**config.mk**
```make
export PLATFORM = sky130hd
export DESIGN_NAME = mem_access_unit
export DESIGN_NICKNAME = d
export VERILOG_FILES = /design/src/rtl/mem_access_unit.sv
export SDC_FILE = /design/constraint.sdc
export NUM_CORES = 1
export LEC_CHECK = 0
export ABC_AREA = 0
export CORE_ASPECT_RATIO = 1.1
export CORE_MARGIN = 4
export CORE_UTILIZATION = 37
export CTS_CLUSTER_SIZE = 12
export DETAILED_ROUTE_END_ITERATION = 8
export GPL_ROUTABILITY_DRIVEN = 0
export PLACE_DENSITY = 0.86
export SLEW_MARGIN = 0
export SYNTH_ARGS = -nofsm -noshare
export SYNTH_HDL_FRONTEND = slang
export SYNTH_SLANG_ARGS = --single-unit
```
**constraint.sdc**
```tcl
create_clock -name clk -period 4.7 [get_ports clk]
set_input_delay 1.41 -clock clk [delete_from_list [all_inputs] [get_ports clk]]
set_output_delay 1.41 -clock clk [all_outputs]
set_load 0.005 [all_outputs]
```
**src/rtl/mem_access_unit.sv**
```systemverilog
// mem_access_unit: MEM-stage data-bus access unit. Runs the IDLE/REQ/WAIT/DONE
// handshake, builds byte strobes, replicates store data, aligns and extends
// load data, detects misaligned addresses and counts stall cycles.
// Optional feature macro: MEM_UNALIGNED_LR_EN adds LWL/LWR/SWL/SWR support.

package mem_access_unit_pkg;
  localparam logic [1:0] MSIZE4 = 2'b00;
  localparam logic [1:0] MSIZE2 = 2'b01;
  localparam logic [1:0] MSIZE1 = 2'b10;

  typedef struct packed {
    logic        valid;
    logic [31:0] addr;
    logic [1:0]  size;
    logic [3:0]  strobe;
    logic [31:0] data;
  } dbus_req_t;

  typedef struct packed {
    logic        addr_ok;
    logic        data_ok;
    logic [31:0] data;
  } dbus_resp_t;
endpackage

module mem_access_unit
  import mem_access_unit_pkg::*;
#(
  parameter int unsigned CNT_W       = 16,
  parameter bit          CHECK_ALIGN = 1'b1
) (
  input  logic             clk,
  input  logic             reset,
  input  logic             in_valid,
  input  logic             flush,
  input  logic [2:0]       op,
  input  logic [1:0]       size,
  input  logic             sign_ext,
  input  logic [31:0]      addr,
  input  logic [31:0]      wdata,
  input  logic [31:0]      rt_old,
  input  dbus_resp_t       resp,
  output dbus_req_t        req,
  output logic             stall,
  output logic             out_valid,
  output logic [31:0]      rdata,
  output logic             adel,
  output logic             ades,
  output logic [31:0]      badvaddr,
  output logic [CNT_W-1:0] stall_cnt
);

  localparam logic [2:0] OP_LOAD  = 3'b001;
  localparam logic [2:0] OP_STORE = 3'b010;
  localparam logic [2:0] OP_LWL   = 3'b011;
  localparam logic [2:0] OP_LWR   = 3'b100;
  localparam logic [2:0] OP_SWL   = 3'b101;
  localparam logic [2:0] OP_SWR   = 3'b110;

  typedef enum logic [1:0] {S_IDLE, S_REQ, S_WAIT, S_DONE} state_t;

  state_t            state_q, state_d;
  logic              kill_q, kill_d;
  logic              out_valid_q, out_valid_d;
  logic [31:0]       rdata_q, rdata_d;
  logic [CNT_W-1:0]  stall_cnt_q, stall_cnt_d;
  logic [31:0]       addr_q, addr_d;
  logic [1:0]        size_q, size_d;
  logic [1:0]        off_q, off_d;
  logic              sign_q, sign_d;
  logic [3:0]        strobe_q, strobe_d;
  logic [31:0]       wdata_q, wdata_d;

  logic              is_load, is_store, is_lr, op_active;
  logic              align_ok, addr_err, accept;
  logic [1:0]        n;
  logic [31:0]       cap_addr, cap_data;
  logic [1:0]        cap_size;
  logic [3:0]        cap_strobe;
  logic [31:0]       shifted, load_res;

`ifdef MEM_UNALIGNED_LR_EN
  logic [2:0]        op_q, op_d;
  logic [31:0]       rt_old_q, rt_old_d;
  logic [31:0]       lr_mask;
`else
  logic              unused_rt_old;
  assign unused_rt_old = ^rt_old;
`endif

  assign n = addr[1:0];

  // Decode, alignment check, address-error and stall outputs
  always_comb begin
    is_load  = (op == OP_LOAD);
    is_store = (op == OP_STORE);
    is_lr    = 1'b0;
`ifdef MEM_UNALIGNED_LR_EN
    is_lr    = (op == OP_LWL) || (op == OP_LWR) || (op == OP_SWL) || (op == OP_SWR);
`endif
    op_active = is_load | is_store | is_lr;
    case (size)
      MSIZE2:  align_ok = ~addr[0];
      MSIZE1:  align_ok = 1'b1;
      default: align_ok = (addr[1:0] == 2'b00);
    endcase
    addr_err = CHECK_ALIGN & in_valid & (is_load | is_store) & ~align_ok;
    adel     = addr_err & is_load;
    ades     = addr_err & is_store;
    badvaddr = addr_err ? addr : 32'h0;
    accept   = (state_q == S_IDLE) & in_valid & op_active & ~flush & ~addr_err;
    stall    = (in_valid & op_active & ~addr_err & (state_q != S_DONE)) |
               (state_q == S_REQ) | (state_q == S_WAIT);
  end

  // Request fields computed from the incoming instruction
  always_comb begin
    cap_addr = addr;
    cap_size = size;
    case (size)
      MSIZE1: begin
        cap_strobe = 4'(4'b0001 << n);
        cap_data   = {4{wdata[7:0]}};
      end
      MSIZE2: begin
        cap_strobe = 4'(4'b0011 << n);
        cap_data   = {2{wdata[15:0]}};
      end
      default: begin
        cap_strobe = 4'b1111;
        cap_data   = wdata;
      end
    endcase
`ifdef MEM_UNALIGNED_LR_EN
    if (is_lr) begin
      cap_addr   = {addr[31:2], 2'b00};
      cap_size   = MSIZE4;
      cap_strobe = 4'b1111;
      cap_data   = wdata;
      if (op == OP_SWL) begin
        cap_strobe = 4'(4'b1111 >> (2'(2'd3 - n)));
        cap_data   = wdata >> {2'(2'd3 - n), 3'b000};
      end else if (op == OP_SWR) begin
        cap_strobe = 4'(4'b1111 << n);
        cap_data   = wdata << {n, 3'b000};
      end
    end
`endif
  end

  // Load alignment, extension and LWL/LWR merge of the returned bus word
  always_comb begin
    shifted = resp.data >> {off_q, 3'b000};
    case (size_q)
      MSIZE1:  load_res = {{24{sign_q & shifted[7]}}, shifted[7:0]};
      MSIZE2:  load_res = {{16{sign_q & shifted[15]}}, shifted[15:0]};
      default: load_res = shifted;
    endcase
`ifdef MEM_UNALIGNED_LR_EN
    lr_mask = 32'h0;
    if (op_q == OP_LWL) begin
      lr_mask  = 32'hFFFF_FFFF << {2'(2'd3 - off_q), 3'b000};
      load_res = ((resp.data << {2'(2'd3 - off_q), 3'b000}) & lr_mask) | (rt_old_q & ~lr_mask);
    end else if (op_q == OP_LWR) begin
      lr_mask  = 32'hFFFF_FFFF >> {off_q, 3'b000};
      load_res = (shifted & lr_mask) | (rt_old_q & ~lr_mask);
    end
`endif
  end

  // Next-state, kill tracking, capture, completion and stall counter
  always_comb begin
    state_d     = state_q;
    kill_d      = kill_q;
    out_valid_d = 1'b0;
    rdata_d     = rdata_q;
    addr_d      = addr_q;
    size_d      = size_q;
    off_d       = off_q;
    sign_d      = sign_q;
    strobe_d    = strobe_q;
    wdata_d     = wdata_q;
`ifdef MEM_UNALIGNED_LR_EN
    op_d        = op_q;
    rt_old_d    = rt_old_q;
`endif
    case (state_q)
      S_IDLE: begin
        kill_d = 1'b0;
        if (accept) begin
          state_d  = S_REQ;
          addr_d   = cap_addr;
          size_d   = cap_size;
          off_d    = n;
          sign_d   = sign_ext;
          strobe_d = cap_strobe;
          wdata_d  = cap_data;
`ifdef MEM_UNALIGNED_LR_EN
          op_d     = op;
          rt_old_d = rt_old;
`endif
        end
      end
      S_REQ: begin
        if (flush) kill_d = 1'b1;
        if (resp.addr_ok) begin
          if (resp.data_ok) begin
            state_d     = S_DONE;
            rdata_d     = load_res;
            out_valid_d = ~kill_d;
          end else begin
            state_d = S_WAIT;
          end
        end
      end
      S_WAIT: begin
        if (flush) kill_d = 1'b1;
        if (resp.data_ok) begin
          state_d     = S_DONE;
          rdata_d     = load_res;
          out_valid_d = ~kill_d;
        end
      end
      default: begin
        state_d = S_IDLE;
        kill_d  = 1'b0;
      end
    endcase
    stall_cnt_d = (stall && (stall_cnt_q != {CNT_W{1'b1}})) ? stall_cnt_q + CNT_W'(1) : stall_cnt_q;
  end

  // State and datapath registers with asynchronous reset
  always_ff @(posedge clk or posedge reset) begin
    if (reset) begin
      state_q     <= S_IDLE;
      kill_q      <= 1'b0;
      out_valid_q <= 1'b0;
      rdata_q     <= 32'h0;
      stall_cnt_q <= '0;
      addr_q      <= 32'h0;
      size_q      <= 2'b00;
      off_q       <= 2'b00;
      sign_q      <= 1'b0;
      strobe_q    <= 4'b0000;
      wdata_q     <= 32'h0;
`ifdef MEM_UNALIGNED_LR_EN
      op_q        <= 3'b000;
      rt_old_q    <= 32'h0;
`endif
    end else begin
      state_q     <= state_d;
      kill_q      <= kill_d;
      out_valid_q <= out_valid_d;
      rdata_q     <= rdata_d;
      stall_cnt_q <= stall_cnt_d;
      addr_q      <= addr_d;
      size_q      <= size_d;
      off_q       <= off_d;
      sign_q      <= sign_d;
      strobe_q    <= strobe_d;
      wdata_q     <= wdata_d;
`ifdef MEM_UNALIGNED_LR_EN
      op_q        <= op_d;
      rt_old_q    <= rt_old_d;
`endif
    end
  end

  // Bus request driven from captured registers; valid only in REQ
  always_comb begin
    req        = '0;
    req.valid  = (state_q == S_REQ);
    req.addr   = addr_q;
    req.size   = size_q;
    req.strobe = strobe_q;
    req.data   = wdata_q;
  end

  assign out_valid = out_valid_q;
  assign rdata     = rdata_q;
  assign stall_cnt = stall_cnt_q;

endmodule

```
==> impl_metrics.yaml <==
grt:
  antenna_found_initial: 0
  grt_pass1_wl_mm: 29.92
  grt_pass1_vias: 5467
  grt_max_degree: 68
  overflow: 0
  grt_usage: 0.1977
power_and_ir_drop:
  switching_power_w: 0.001708
  seq_power_share: 0.335
  combPwrFrac: 0.428
  powerDensity_nw_per_um2: 553.6
  clockPowerShare: 0.237
  p_int_w: 0.003696
  p_leak_nw: 4.488
  ir_drop_mv: 0.3291
  power_w: 0.005404
  switching_share: 0.3161
clock_tree:
  cts_buffers: 17
  clockRootBuffer: "clkbuf_16"
  path_clk_slew_ps: 50
  cts_sinks: 123
  htree_levels: 4
  clock_latency_ps: 410
  cts_tree: "done"
  clockBufferDepth: 2
die:
  die_y_microns: 143.5
  placementRows: 49
  floorplan.initialDensity: 0.3774
  dieArea_sq_um: 18830
  die_w_microns: 131.2
  io_pins: 295
  core_sq_um: 16370
timing:
  fin_hold_ws_ps: 434.1
  min_period_ps: 4627
  setup_viol: 0
  skew_ps: 6.067
  relSlewSlack: 0.3829
  grt_setup_unrepaired: "no"
  fmax_mhz: 216.1
  finalHoldViolations: 0
  maxSlewViolCount: 0
  fin_crit_sh: 0.9844
  tightest_slew_ps: 925.7
  setup-tns-final_ps: 0
setup_path:
  cpMaxStageDelayCell: "dlygate4sd2_1"
  arrival_ps: 3220
  r2r_start: "addr_q[1]"
  critPathRequiredTime_ps: 3290
  critPathTopFamily: "buffers and inverters"
  critPathLaunchType: "primary input"
  critPathMaxStageDelay_ps: 250
  ff2ff_setup_slack_ps: 1810
  startpoint: "size[0]"
  worst-setup-path-type: "primary input to output port"
  crit_chain: "dlygate4sd2_1 > buf_4 > ha_2 > nor2b_2 > o31ai_4 > inv_2 > nor2_4 > buf_6 > buf_6 > buf_16 > and2_1 > dlygate4sd2_1"
  cp-end-kind: "output port"
  path_buf_inv: 7
  worst-path-max-fanout: 16
final_layout:
  fin_nets: 995
  area_growth_pct: 58.00
  fillCellCount: 1379
  utilization: 0.5963
  drive_gt1_frac: 0.1548
  layout.area.seq_sq_um: 3078
  multi_input_area_sq_um: 2913
  diodes: 0
  final_area_sq_um: 9762
synth:
  synth-async-reset-ratio: 1.000
  synth_xor_area_frac: 0.01701
  ys_types: 50
  syn_area_per_cell_sq_um: 10.78
  synthSimpleGateAreaFrac: 0.1719
  synthTopCellsByCount: "dfrtp_1, nand2_1, mux2_4"
  synthCells: 573
  synth_adder_area_share: 0.01823
  synth_compound_area_frac: 0.1027
  synth-main-ff-cell: "dfrtp_1"
  synth_edf_count: 0
  synth-seq-cells: 123
  yosysMostFrequentCell: "dfrtp_1"
  synthMuxAreaShare: 0.1539
  netlist.area_leader.share: 0.4982
  yosysSeqAreaShare: 0.4982
  synthesis.nets: 722
  ys_top_cells_by_area: "dfrtp_1, mux2_4, nand2_1"
  yosysTopAreaCell: "dfrtp_1"
  synth.yosys.warnings: 0
  synth_top_family_by_area: "simple AND/OR/NAND/NOR gates"
  netlist_area_sq_um: 6178
detailed_routing:
  vias: 5393
  drtPass1Iterations: 4
  drtAntennaViolNets: 0
  first_iter_violations: 274
  drc_errors: 0
  totalWireLength_mm: 18.73
  wl_per_cell_microns: 17.62
  via_per_inst: 5.073
min_path:
  hp-start: "kill_q"
  hp-class: "register to register"
status:
  outcome: "finished clean"
placed_design:
  place.port_buffers: 262
  place_area_sq_um: 9087
  hpwl_mm: 13.62
run:
  maxCapViolCount: 0
[per-layer routing]
metal  GRT usage  share of wire
met5           0              0
met4     0.05307          0.010
met3     0.06443          0.078
met2      0.3433           0.49
met1      0.2395           0.42
[per-stage QoR]
step                      std cells  worst slack [ps]
final                          1063             73.34
after global routing           1063             3.306
after CTS                      1063             13.03
after detailed placement       1024            -564.9
after global placement         1024            -489.1
after floorplan                 573             19.12
[power by group through the flow]
| stage | registers (W) | logic [W] | clock network [W] |
|---|---|---|---|
| 5_1_grt | 0.00187 | 0.00252 | 0.00136 |
| 6_report | 0.00181 | 0.00231 | 0.00128 |
| 3_3_place_gp | 0.00181 | 0.00227 | 0 |
| 3_5_place_dp | 0.00182 | 0.00231 | 0 |
| 2_1_floorplan | 0.00179 | 0.00104 | 0 |
| 4_1_cts | 0.00181 | 0.00233 | 0.00131 |
[final cells by class]
class / instances / share of cell area
sequential: 123 / 0.3153
multi-input combinational: 400 / 0.2984
timing repair buffer: 291 / 0.2956
clock buffer: 20 / 0.04678
tap: 204 / 0.02615
clock inverter: 12 / 0.01256
inverter: 13 / 0.005255
[worst reg2reg max path, stage by stage, from the launching register on]
cell,delay (ps)
dfrtp_1,940
nor2b_1,590
o2bb2ai_1,220
a21o_1,160
nand4_1,520
o311ai_0,320
[cell usage in the layout (no fill, tap or decap), drive strengths merged, types with 7 or more instances in the layout]
master,n
o311ai,8
o211ai,7
nor2,21
o21ai,21
dfrtp,123
ha,9
mux2i,17
and3,10
clkbuf,26
a22oi,8
buf,29
clkdlybuf4s15,10
clkdlybuf4s50,225
clkinv,8
o31ai,18
nand3,24
and2,33
mux2,54
nand2,88
nand4,8
nor2b,19
dlygate4sd2,21
a21oi,12
a221oi,8
xnor2,11
inv,13
[what timing repair did]
action,in CTS,in global routing
cloned,2,0
setup endpoints to repair,35,25
pin swaps,2,1
resized for setup,53,22
hold buffers,0,0
buffers inserted,5,0
[path summary, 6_finish.rpt]
check	cells past startpoint	to
max in group asynchronous	3	strobe_q[3]
min in group asynchronous	2	addr_q[10]
setup reg to reg	5	rdata[18]
setup / recovery	12	badvaddr[22]
hold reg to reg	1	out_valid
hold / removal	1	out_valid
[logic make-up (layout without fill, tap and decap cells)]
group,after synthesis,in the layout
adders and majority gates,9,9
DFF,123,123
xor gates and xnor gates,12,12
buffers and inverters,50,336
and+or+nand+nor,215,215
muxes,72,72
AOI/OAI and AO/OA,92,92
[registers in the layout (all words and copies together), names as in the netlist, 2 cells and up]
signal     cells
rdata         32
addr_q        32
wdata_q       32
state_q        2
strobe_q       4
size_q         2
stall_cnt     16
(Power assumes the default switching activity.)
